<file path="src/rtl/csa_accum_pkg.sv">
// Shared constants and helpers for the carry-save accumulator.
// Holds the FSM state encoding, the accumulator width helper and the overflow limit.
package csa_accum_pkg;

   typedef logic [1:0] state_t;

   localparam state_t IDLE    = 2'd0;
   localparam state_t ACCUM   = 2'd1;
   localparam state_t RESOLVE = 2'd2;
   localparam state_t OUTPUT  = 2'd3;

   // Default guard width and the matching safe beat-count limit.
   localparam int unsigned GUARD_DEFAULT = 4;
   localparam int unsigned OVF_LIMIT     = 2 ** (GUARD_DEFAULT - 1);

   // Accumulator / result width: operand width plus guard bits.
   function automatic int unsigned acc_w(input int unsigned w, input int unsigned guard);
      return w + guard;
   endfunction

   // Safe beat-count limit for an arbitrary guard width.
   function automatic int unsigned ovf_limit(input int unsigned guard);
      return 32'd1 << (guard - 1);
   endfunction

endpackage

</file>
<file path="src/rtl/compressor_4x2.sv">
// Single-bit 4:2 compressor cell.
// x1+x2+x3+x4+cin = sum + 2*(carry+cout); cout depends only on x1..x3, so a row
// built from these cells has no ripple path through cin.
module compressor_4x2 (
   input  logic x1,
   input  logic x2,
   input  logic x3,
   input  logic x4,
   input  logic cin,
   output logic sum,
   output logic carry,
   output logic cout
);

   logic t;

   // First full-adder stage on x1..x3, second on the partial sum, x4 and cin.
   always_comb begin
      t     = x1 ^ x2 ^ x3;
      cout  = (x1 & x2) | (x1 & x3) | (x2 & x3);
      sum   = t ^ x4 ^ cin;
      carry = (t & x4) | (t & cin) | (x4 & cin);
   end

endmodule

</file>
<file path="src/rtl/csa_row_4x2.sv">
// One row of WIDTH 4:2 compressors reducing four vectors to a (sum, carry) pair.
// Purely combinational; the top slice's cout and carry are dropped (modulo 2^WIDTH).
module csa_row_4x2 #(
   parameter int unsigned WIDTH = 12
) (
   input  logic [WIDTH-1:0] x1,
   input  logic [WIDTH-1:0] x2,
   input  logic [WIDTH-1:0] x3,
   input  logic [WIDTH-1:0] x4,
   output logic [WIDTH-1:0] s,
   output logic [WIDTH-1:0] c
);

   logic [WIDTH-1:0] cin;
   logic [WIDTH-1:0] cout;
   logic [WIDTH-1:0] carry;
   logic             unused_top;

   // Slice i takes the cout of slice i-1; slice 0 gets a zero.
   assign cin = {cout[WIDTH-2:0], 1'b0};

   for (genvar i = 0; i < WIDTH; i++) begin : g_slice
      compressor_4x2 u_cell (
         .x1    (x1[i]),
         .x2    (x2[i]),
         .x3    (x3[i]),
         .x4    (x4[i]),
         .cin   (cin[i]),
         .sum   (s[i]),
         .carry (carry[i]),
         .cout  (cout[i])
      );
   end

   // carry[i] carries weight 2^(i+1), hence the shift.
   assign c = {carry[WIDTH-2:0], 1'b0};

   assign unused_top = cout[WIDTH-1] ^ carry[WIDTH-1];

endmodule

</file>
<file path="src/rtl/csa_accum_ctrl.sv">
// Sequential multi-operand carry-save accumulator with valid/ready handshakes.
// Two operands per beat are folded into a (S, C) state by one compressor row; the
// final sum is resolved with a single carry-propagate add.
// Build option: define SIGNED_OPS_EN to sign-extend operands (two's complement result);
// otherwise operands are zero-extended.
module csa_accum_ctrl
   import csa_accum_pkg::*;
#(
   parameter int unsigned W     = 8,
   parameter int unsigned GUARD = 4
) (
   input  logic                       clk,
   input  logic                       rst_n,
   input  logic                       in_valid,
   output logic                       in_ready,
   input  logic [W-1:0]               in_a,
   input  logic [W-1:0]               in_b,
   input  logic                       in_last,
   output logic                       out_valid,
   input  logic                       out_ready,
   output logic [acc_w(W, GUARD)-1:0] out_sum,
   output logic                       out_ovf
);

   localparam int unsigned     ACC_W   = acc_w(W, GUARD);
   localparam logic [GUARD-1:0] OVF_LIM = GUARD'(ovf_limit(GUARD));
   localparam logic [GUARD-1:0] CNT_MAX = '1;

   state_t           state_q, state_d;
   logic [ACC_W-1:0] s_q, s_d, c_q, c_d;
   logic [ACC_W-1:0] out_sum_q, out_sum_d;
   logic [GUARD-1:0] cnt_q, cnt_d;
   logic             out_valid_q, out_valid_d;
   logic             out_ovf_q, out_ovf_d;

   logic [ACC_W-1:0] a_ext, b_ext;
   logic [ACC_W-1:0] row_x1, row_x2;
   logic [ACC_W-1:0] row_s, row_c;

`ifdef SIGNED_OPS_EN
   assign a_ext = {{GUARD{in_a[W-1]}}, in_a};
   assign b_ext = {{GUARD{in_b[W-1]}}, in_b};
`else
   assign a_ext = {{GUARD{1'b0}}, in_a};
   assign b_ext = {{GUARD{1'b0}}, in_b};
`endif

   // Ready depends on state only, never on in_valid.
   assign in_ready = (state_q == IDLE) || (state_q == ACCUM);

   // First beat of a packet compresses {0,0,a,b}; later beats fold in the held state.
   assign row_x1 = (state_q == ACCUM) ? s_q : '0;
   assign row_x2 = (state_q == ACCUM) ? c_q : '0;

   csa_row_4x2 #(
      .WIDTH (ACC_W)
   ) u_row (
      .x1 (row_x1),
      .x2 (row_x2),
      .x3 (a_ext),
      .x4 (b_ext),
      .s  (row_s),
      .c  (row_c)
   );

   // Next-state logic: FSM, carry-save state, beat counter and result registers.
   always_comb begin
      state_d     = state_q;
      s_d         = s_q;
      c_d         = c_q;
      cnt_d       = cnt_q;
      out_sum_d   = out_sum_q;
      out_valid_d = out_valid_q;
      out_ovf_d   = out_ovf_q;
      case (state_q)
         IDLE: begin
            if (in_valid) begin
               s_d     = row_s;
               c_d     = row_c;
               cnt_d   = GUARD'(1);
               state_d = in_last ? RESOLVE : ACCUM;
            end
         end
         ACCUM: begin
            if (in_valid) begin
               s_d = row_s;
               c_d = row_c;
               if (cnt_q != CNT_MAX) begin
                  cnt_d = cnt_q + GUARD'(1);
               end
               if (in_last) begin
                  state_d = RESOLVE;
               end
            end
         end
         RESOLVE: begin
            out_sum_d   = s_q + c_q;
            out_ovf_d   = (cnt_q > OVF_LIM);
            out_valid_d = 1'b1;
            state_d     = OUTPUT;
         end
         OUTPUT: begin
            if (out_ready) begin
               out_valid_d = 1'b0;
               s_d         = '0;
               c_d         = '0;
               cnt_d       = '0;
               state_d     = IDLE;
            end
         end
         default: begin
            state_d = IDLE;
         end
      endcase
   end

   // State registers with synchronous active-low reset.
   always_ff @(posedge clk) begin
      if (!rst_n) begin
         state_q     <= IDLE;
         s_q         <= '0;
         c_q         <= '0;
         cnt_q       <= '0;
         out_sum_q   <= '0;
         out_valid_q <= 1'b0;
         out_ovf_q   <= 1'b0;
      end else begin
         state_q     <= state_d;
         s_q         <= s_d;
         c_q         <= c_d;
         cnt_q       <= cnt_d;
         out_sum_q   <= out_sum_d;
         out_valid_q <= out_valid_d;
         out_ovf_q   <= out_ovf_d;
      end
   end

   assign out_sum   = out_sum_q;
   assign out_valid = out_valid_q;
   assign out_ovf   = out_ovf_q;

endmodule
</file>
<file path="config.mk">
export PLATFORM = sky130hd
export DESIGN_NAME = csa_accum_ctrl
export DESIGN_NICKNAME = d
export VERILOG_FILES = /design/src/rtl/csa_accum_pkg.sv /design/src/rtl/compressor_4x2.sv /design/src/rtl/csa_row_4x2.sv /design/src/rtl/csa_accum_ctrl.sv
export SDC_FILE = /design/constraint.sdc
export NUM_CORES = 1
export LEC_CHECK = 0
export BUFFER_PORTS_ARGS = -buffer_cell sky130_fd_sc_hd__buf_4
export CAP_MARGIN = 20
export CELL_PAD_IN_SITES_DETAIL_PLACEMENT = 1
export CELL_PAD_IN_SITES_GLOBAL_PLACEMENT = 2
export CORE_MARGIN = 5
export CORE_UTILIZATION = 37
export CTS_BUF_LIST = sky130_fd_sc_hd__clkbuf_4
export DETAILED_ROUTE_END_ITERATION = 8
export GPL_TIMING_DRIVEN = 0
export PLACE_DENSITY_LB_ADDON = 0.25
export RECOVER_POWER = 100
export SLEW_MARGIN = 15
export SYNTH_ARGS = -nofsm -noshare
export SYNTH_HDL_FRONTEND = slang
export SYNTH_SLANG_ARGS = --single-unit
</file>
<file path="constraint.sdc">
create_clock -name clk -period 2.82 [get_ports clk]
set_input_delay 0.564 -clock clk [delete_from_list [all_inputs] [get_ports clk]]
set_output_delay 0.564 -clock clk [all_outputs]
set_load 0.005 [all_outputs]
</file>
# Yosys cells after proc, flatten, opt, wreduce, memory -nomap -nowiden

Index checks and enable logic that the tools add are counted.

Input port bits: 21
Output and inout bits: 15
Register bits: 44

Muxes and demuxes: 20
Add/sub/neg operators: 2
Bitwise logic cells: 121
Eq/ne operators: 10
Order comparisons: 1
Reductions and logical operators: 10

Operator list:

| operator                                                               | number |
|---|---|
| 12-bit 2-to-1 mux                                                      | 5 |
| 1-bit bitwise AND                                                      | 52 |
| 12-bit one-hot mux with 2 select lines                                 | 2 |
| 1-bit XOR                                                              | 39 |
| 1-bit bitwise OR                                                       | 30 |
| 4-bit 2-to-1 mux                                                       | 4 |
| 12-bit adder                                                           | 1 |
| 4-bit one-hot mux with 3 select lines                                  | 1 |
| 2-bit 2-to-1 mux                                                       | 5 |
| 2-bit != test (second input constant)                                  | 4 |
| 2-bit one-hot mux with 4 select lines                                  | 1 |
| 5-bit AND reduction                                                    | 1 |
| 4-bit by 1-bit adder with 4-bit output (second input constant)         | 1 |
| 2-bit equality test (second input constant)                            | 2 |
| 4-bit > comparator (second input constant)                             | 1 |
| 2-bit by 1-bit != test with 1-bit output (second input constant)       | 2 |
| 4-bit != test (second input constant)                                  | 1 |
| 4-bit AND reduction                                                    | 1 |
| 2-bit nonzero test                                                     | 2 |
| 3-bit AND reduction                                                    | 1 |
| 3-bit nonzero test                                                     | 1 |
| 2-bit by 1-bit equality test with 1-bit output (second input constant) | 1 |
| 2-bit zero test                                                        | 1 |
| 1-bit one-hot mux with 2 select lines                                  | 1 |
| 4 further kinds                                                        | 4 |

# Depth between registers and ports, before layout

Depth after elaboration: 10
Gate-level depth with buffers: 10

# Cells and area by module

A second synthesis with hierarchy kept.

Cells, all modules: 437
Area, all modules: 3,538.4 µm²

Modules (own cells, without submodules):

| module         | times used | cells each | area an instance (µm²) |
|---|---|---|---|
| csa_accum_ctrl | 1          | 304        | 2,603.7 |
| compressor_4x2 | 12         | 10         | 70.1 |
| csa_row_4x2    | 1          | 13         | 93.8 |

# Worst setup path before layout

Ideal clock, no wire load.

Kind: register to register
From: reg state_q[1]
To: reg s_q[2]
Setup slack: 0.340 ns
Data arrival time: 2.353 ns
Path buffers: 2
Stages on the path, launching flop included: 11
Clock period less this slack: 2.480 ns
Library setup time: 0.128 ns
Path through: dfxtp_1 > inv_1 > ha_1 > buf_2 > clkbuf_1 > and2_1 > fa_1 > fa_1 > nor3b_1 > a21oi_1 > nor2_1

Cells in the longest elaborated chain, start to end: 8
Elaborated cells between the ends (all ways): 21
Classes of those cells: eq/ne: 4; mux: 4; bitwise: 9; reduce/logical: 4

RTL lines:

| element                                               | line                                                             | text |
|---|---|---|
| start, declared                                       | csa_accum_ctrl.sv:29                                             | `state_t state_q, state_d;` |
| start signal, assigned                                | csa_accum_ctrl.sv:128                                            | `state_q <= state_d;` |
| 2-bit by 1-bit equality test with 1-bit output        | csa_accum_ctrl.sv:52, csa_accum_ctrl.sv:53, csa_accum_ctrl.sv:75 |  |
| 12-bit 2-to-1 mux (on tied branches)                  | csa_accum_ctrl.sv:52, csa_accum_ctrl.sv:53                       |  |
| 1-bit XOR / 1-bit bitwise AND (equally long branches) | compressor_4x2.sv:19, compressor_4x2.sv:20                       |  |
| 1-bit XOR / 1-bit bitwise OR (equally long branches)  | compressor_4x2.sv:19, compressor_4x2.sv:20                       |  |
| 1-bit XOR / 1-bit bitwise OR (equally long branches)  | compressor_4x2.sv:21, compressor_4x2.sv:20                       |  |
| 1-bit XOR                                             | compressor_4x2.sv:21                                             | `sum = t ^ x4 ^ cin;` |
| 12-bit 2-to-1 mux                                     | csa_accum_ctrl.sv:77, csa_accum_ctrl.sv:85                       |  |
| 12-bit one-hot mux with 2 select lines                | csa_accum_ctrl.sv:75                                             | `case (state_q)` |
| end signal, assigned                                  | csa_accum_ctrl.sv:121                                            | `s_q <= '0;` |
| end signal, assigned                                  | csa_accum_ctrl.sv:129                                            | `s_q <= s_d;` |
| end, declared                                         | csa_accum_ctrl.sv:30                                             | `logic [ACC_W-1:0] s_q, s_d, c_q, c_d;` |

Parallel ways exist; a longest one is shown, timed or not. The select of a mux whose other input is x is not followed.
A chain may end at the register's enable or synchronous reset.

# Final worst setup path

From: reg state_q[1]
To: reg s_q[4]

Same word-level chain as after synthesis.

==> results.md <==
- I/O pin cnt: 36
- F_max: 373 MHz
- Post-route cell area: 3300 um2
- Area grow syn2layout: 16.2%
- Unique cell type count in the Yosys netlist: 42
- Die height: slightly below 100 um
- Vias after detailed routing: roughly 2,400
- Vias in the first global route: between 2,000 and 3,000
- Fraction of layout cells with a size suffix above 1: 0.169
- Post-layout min period: 2.68 ns
- Internal power: 1260 uW
- Die width: ~98 um
- Root Driver: clkbuf_4
- Synth async-reset ratio: 0
- Clock power share: 0.146
- Flop pwr share: 0.361
- Combinational group share of total power: 0.493
- Most used cell, CP: fa_1
- H-Tree Depth: 2
- Critical Setup Path Class: register to register
- Cells after synthesis: 319
- Commonest non-fill, non-tap cell in the layout: dfxtp_1
- First-pass GRT wire length: roughly 13,000 um
- Dpl hpwl: 5990 um
- # clock sinks: 43
- Initial Util: 0.374
- Critical path launch point type: register
- Delay-heaviest family, CP: adder cells
- Part of the cycle the worst path needs: 0.951
- Final core occ: 0.434
- Iter 0 DRT Violations: a little over 90
- Worst slew margin: 0.569
- Max FO, Critical Path: 10
- Hold Crit Class: register to register
- Register bit total from synthesis: 43
- Post-route antenna net violation count: 0
- Outcome: completed
- Clock skew: 0.00929 ns
- TritonCTS buffer count: 5
- DR pass1 iterations: 4
- CP Capture Type: register
- Slew Limit Fails: 0
- Routed len/inst: 16.7 um
- Synth Warn #: 0
- Number of enable flip-flop cells after synthesis: 0
- Arrival time at the worst endpoint: 2.94 ns
- Grt ovf: 0
- Seq/Total Area, Yosys: 0.303
- Pre-CTS WS: -0.139 ns
- Nets: approximately 420
- Vias per cell: 5.23
- Synth Cell Area: 2840 um2
- Worst flop-to-flop path endpoint: s_q[4]
- IO buf count: 35
- Residual DRC: 0
- Avg Cell Area, Syn: around 8.9 um2
- Clk_lat worst skew: 0.37 ns
- Core Area: 7610 um2
- Gpl congestion: 0.815
- Setup TNS: 0 ns
- Sw Ratio: 0.434
- Top_reg_cell synth: dfxtp_1
- P_leak: ~0.0014 uW
- Least-Margin Pin Slew: 0.646 ns
- Clock transition at the registers of the reported paths: 0.14 ns
- Maxcap violations: 0
- Gr usage total: 0.170
- Crit path from: state_q[1]
- Post-route setup slack: between 0.1 and 0.15 ns
- Final Hold Vio Count: 0
- Worst-path cell chain: inv_1, ha_2, buf_4, clkbuf_4, and2_1, fa_1, fa_1, nor3b_1, a21oi_1, nor2_1
- R2R Setup Slk: ~0.14 ns
- Slowest-stage cell, CP: fa_1
- WP data required: 3.08 ns
- Hold WS: roughly 0.48 ns
- Post-synth net total: 380
- Commonest cells after routing, fill and taps aside: dfxtp_1 (42), a21oi_1 (36), nor2_1 (31), ha_1 (24), buf_4 (23)
- Reg2reg start: state_q[1]
- Stages on the worst setup path: 10
- Psw: between 900 and 1000 uW
- Site Rows: 32
- Pwr dens: 674 nW/um2
- Endpoints failing setup: 0
- Post-DP Area: 3230 um2
- CP Buf/Inv Count: 3
- Largest net degree at the start of global routing: 14
- Setup bufs post-CTS: 0
- Worst ir drop on vdd: 0.000337 V
- Initial antenna violation count: 1
- Max incr delay on CP: ~0.49 ns
- Die area: 9530 um2
- R2R depth: 10
- Crit path to: s_q[4]
- CTS tree: yes
- Maximum root-to-sink buffer count: 2
- Total wire length: 7760 um
## per-stage QoR
| stage | total power, uW | instances |
|---|---|---|
| floorplan | 1530 | 319 |
| global placement | 1870 | 456 |
| detailed placement | 1910 | 456 |
| CTS | 2250 | 464 |
| global route | 2420 | 465 |
| finish | 2230 | 465 |
## logic make-up after synthesis
| family | synth area share |
|---|---|
| XOR/XNOR | 0.0216 |
| buffers and inverters | 0.0493 |
| multiplexers | 0.0255 |
| AND/OR/NAND/NOR | 0.233 |
| AO/OA/AOI/OAI | 0.151 |
| adder cells (fa/ha/maj) | 0.216 |
| flip-flops | 0.303 |
## worst min-delay path by stage
stage / from / end / slack [ns] / depth (start not counted)
detailed placement: out_ovf / out_ovf / 0.46 / 2
floorplan: out_ovf / out_ovf / 0.46 / 2
CTS: out_ovf / out_ovf / 0.48 / 2
finish: out_ovf / out_ovf / 0.48 / 2
global placement: out_ovf / out_ovf / 0.45 / 2
global route: out_ovf / out_ovf / 0.50 / 2
## worst min-delay path: stages (launching register included)
cell     delay (ns)
dfxtp_1        0.34
nand2_1        0.06
a21oi_1        0.05
## final cells by class
type | count | area, um2
antenna | 1 | 2.50
buffer | 19 | 100
clock buffer | 6 | 45.0
clock inverter | 2 | 12.5
fill | 931 | 4310
inverter | 12 | 45.0
multi-input combinational | 245 | 1840
sequential | 43 | 862
tap | 102 | 128
timing repair buffer | 35 | 263
## power by group through the flow
stage | sequential [uW] | clock (uW) | combinational, uW
6_report | 804 | 325 | 1100
5_1_grt | 819 | 358 | 1240
4_1_cts | 804 | 336 | 1110
3_5_place_dp | 815 | 0 | 1100
3_3_place_gp | 810 | 0 | 1060
2_1_floorplan | 788 | 0 | 738
## timing repair
item                       4_1_cts  5_1_grt
cloned                           0        0
resized for setup                4        7
setup endpoints to repair       14       10
hold buffers                     0        0
## routing by layer
metal	wire length, um	share of wire	up-vias	track usage
met2	3550	0.46	35	0.278
met5	0	0	-	0
met4	113	0.015	0	0.0458
met1	3870	0.50	1195	0.229
li1	-	-	1194	-
met3	230	0.030	7	0.0309
## cells in the mapped netlist (2+ instances only)
master	n	area, um2
mux2i_1	5	50.1
buf_4	2	15.0
clkbuf_1	9	33.8
nor2_1	31	116
a31oi_1	2	12.5
nand2b_1	2	12.5
o211ai_1	5	37.5
o211ai_2	2	25.0
a211oi_1	3	22.5
buf_2	7	35.0
xor2_1	3	26.3
nand2_1	16	60.1
inv_1	12	45.0
nand3_1	10	50.1
nand4_1	5	31.3
a21oi_1	36	180
ha_1	25	313
o21ai_0	11	55.1
xnor2_1	4	35.0
mux2_2	2	22.5
dfxtp_1	43	861
nor2b_1	5	31.3
fa_1	15	300
nor3b_1	22	165
and2_1	23	144
nand4b_1	3	26.3
## state kept, by name (all words and copies together) (netlist names)
register,cells
c_q,11
out_sum,12
out_ovf,1
s_q,12
cnt_q,4
state_q,2
out_valid,1
(Power assumes the default switching activity.)
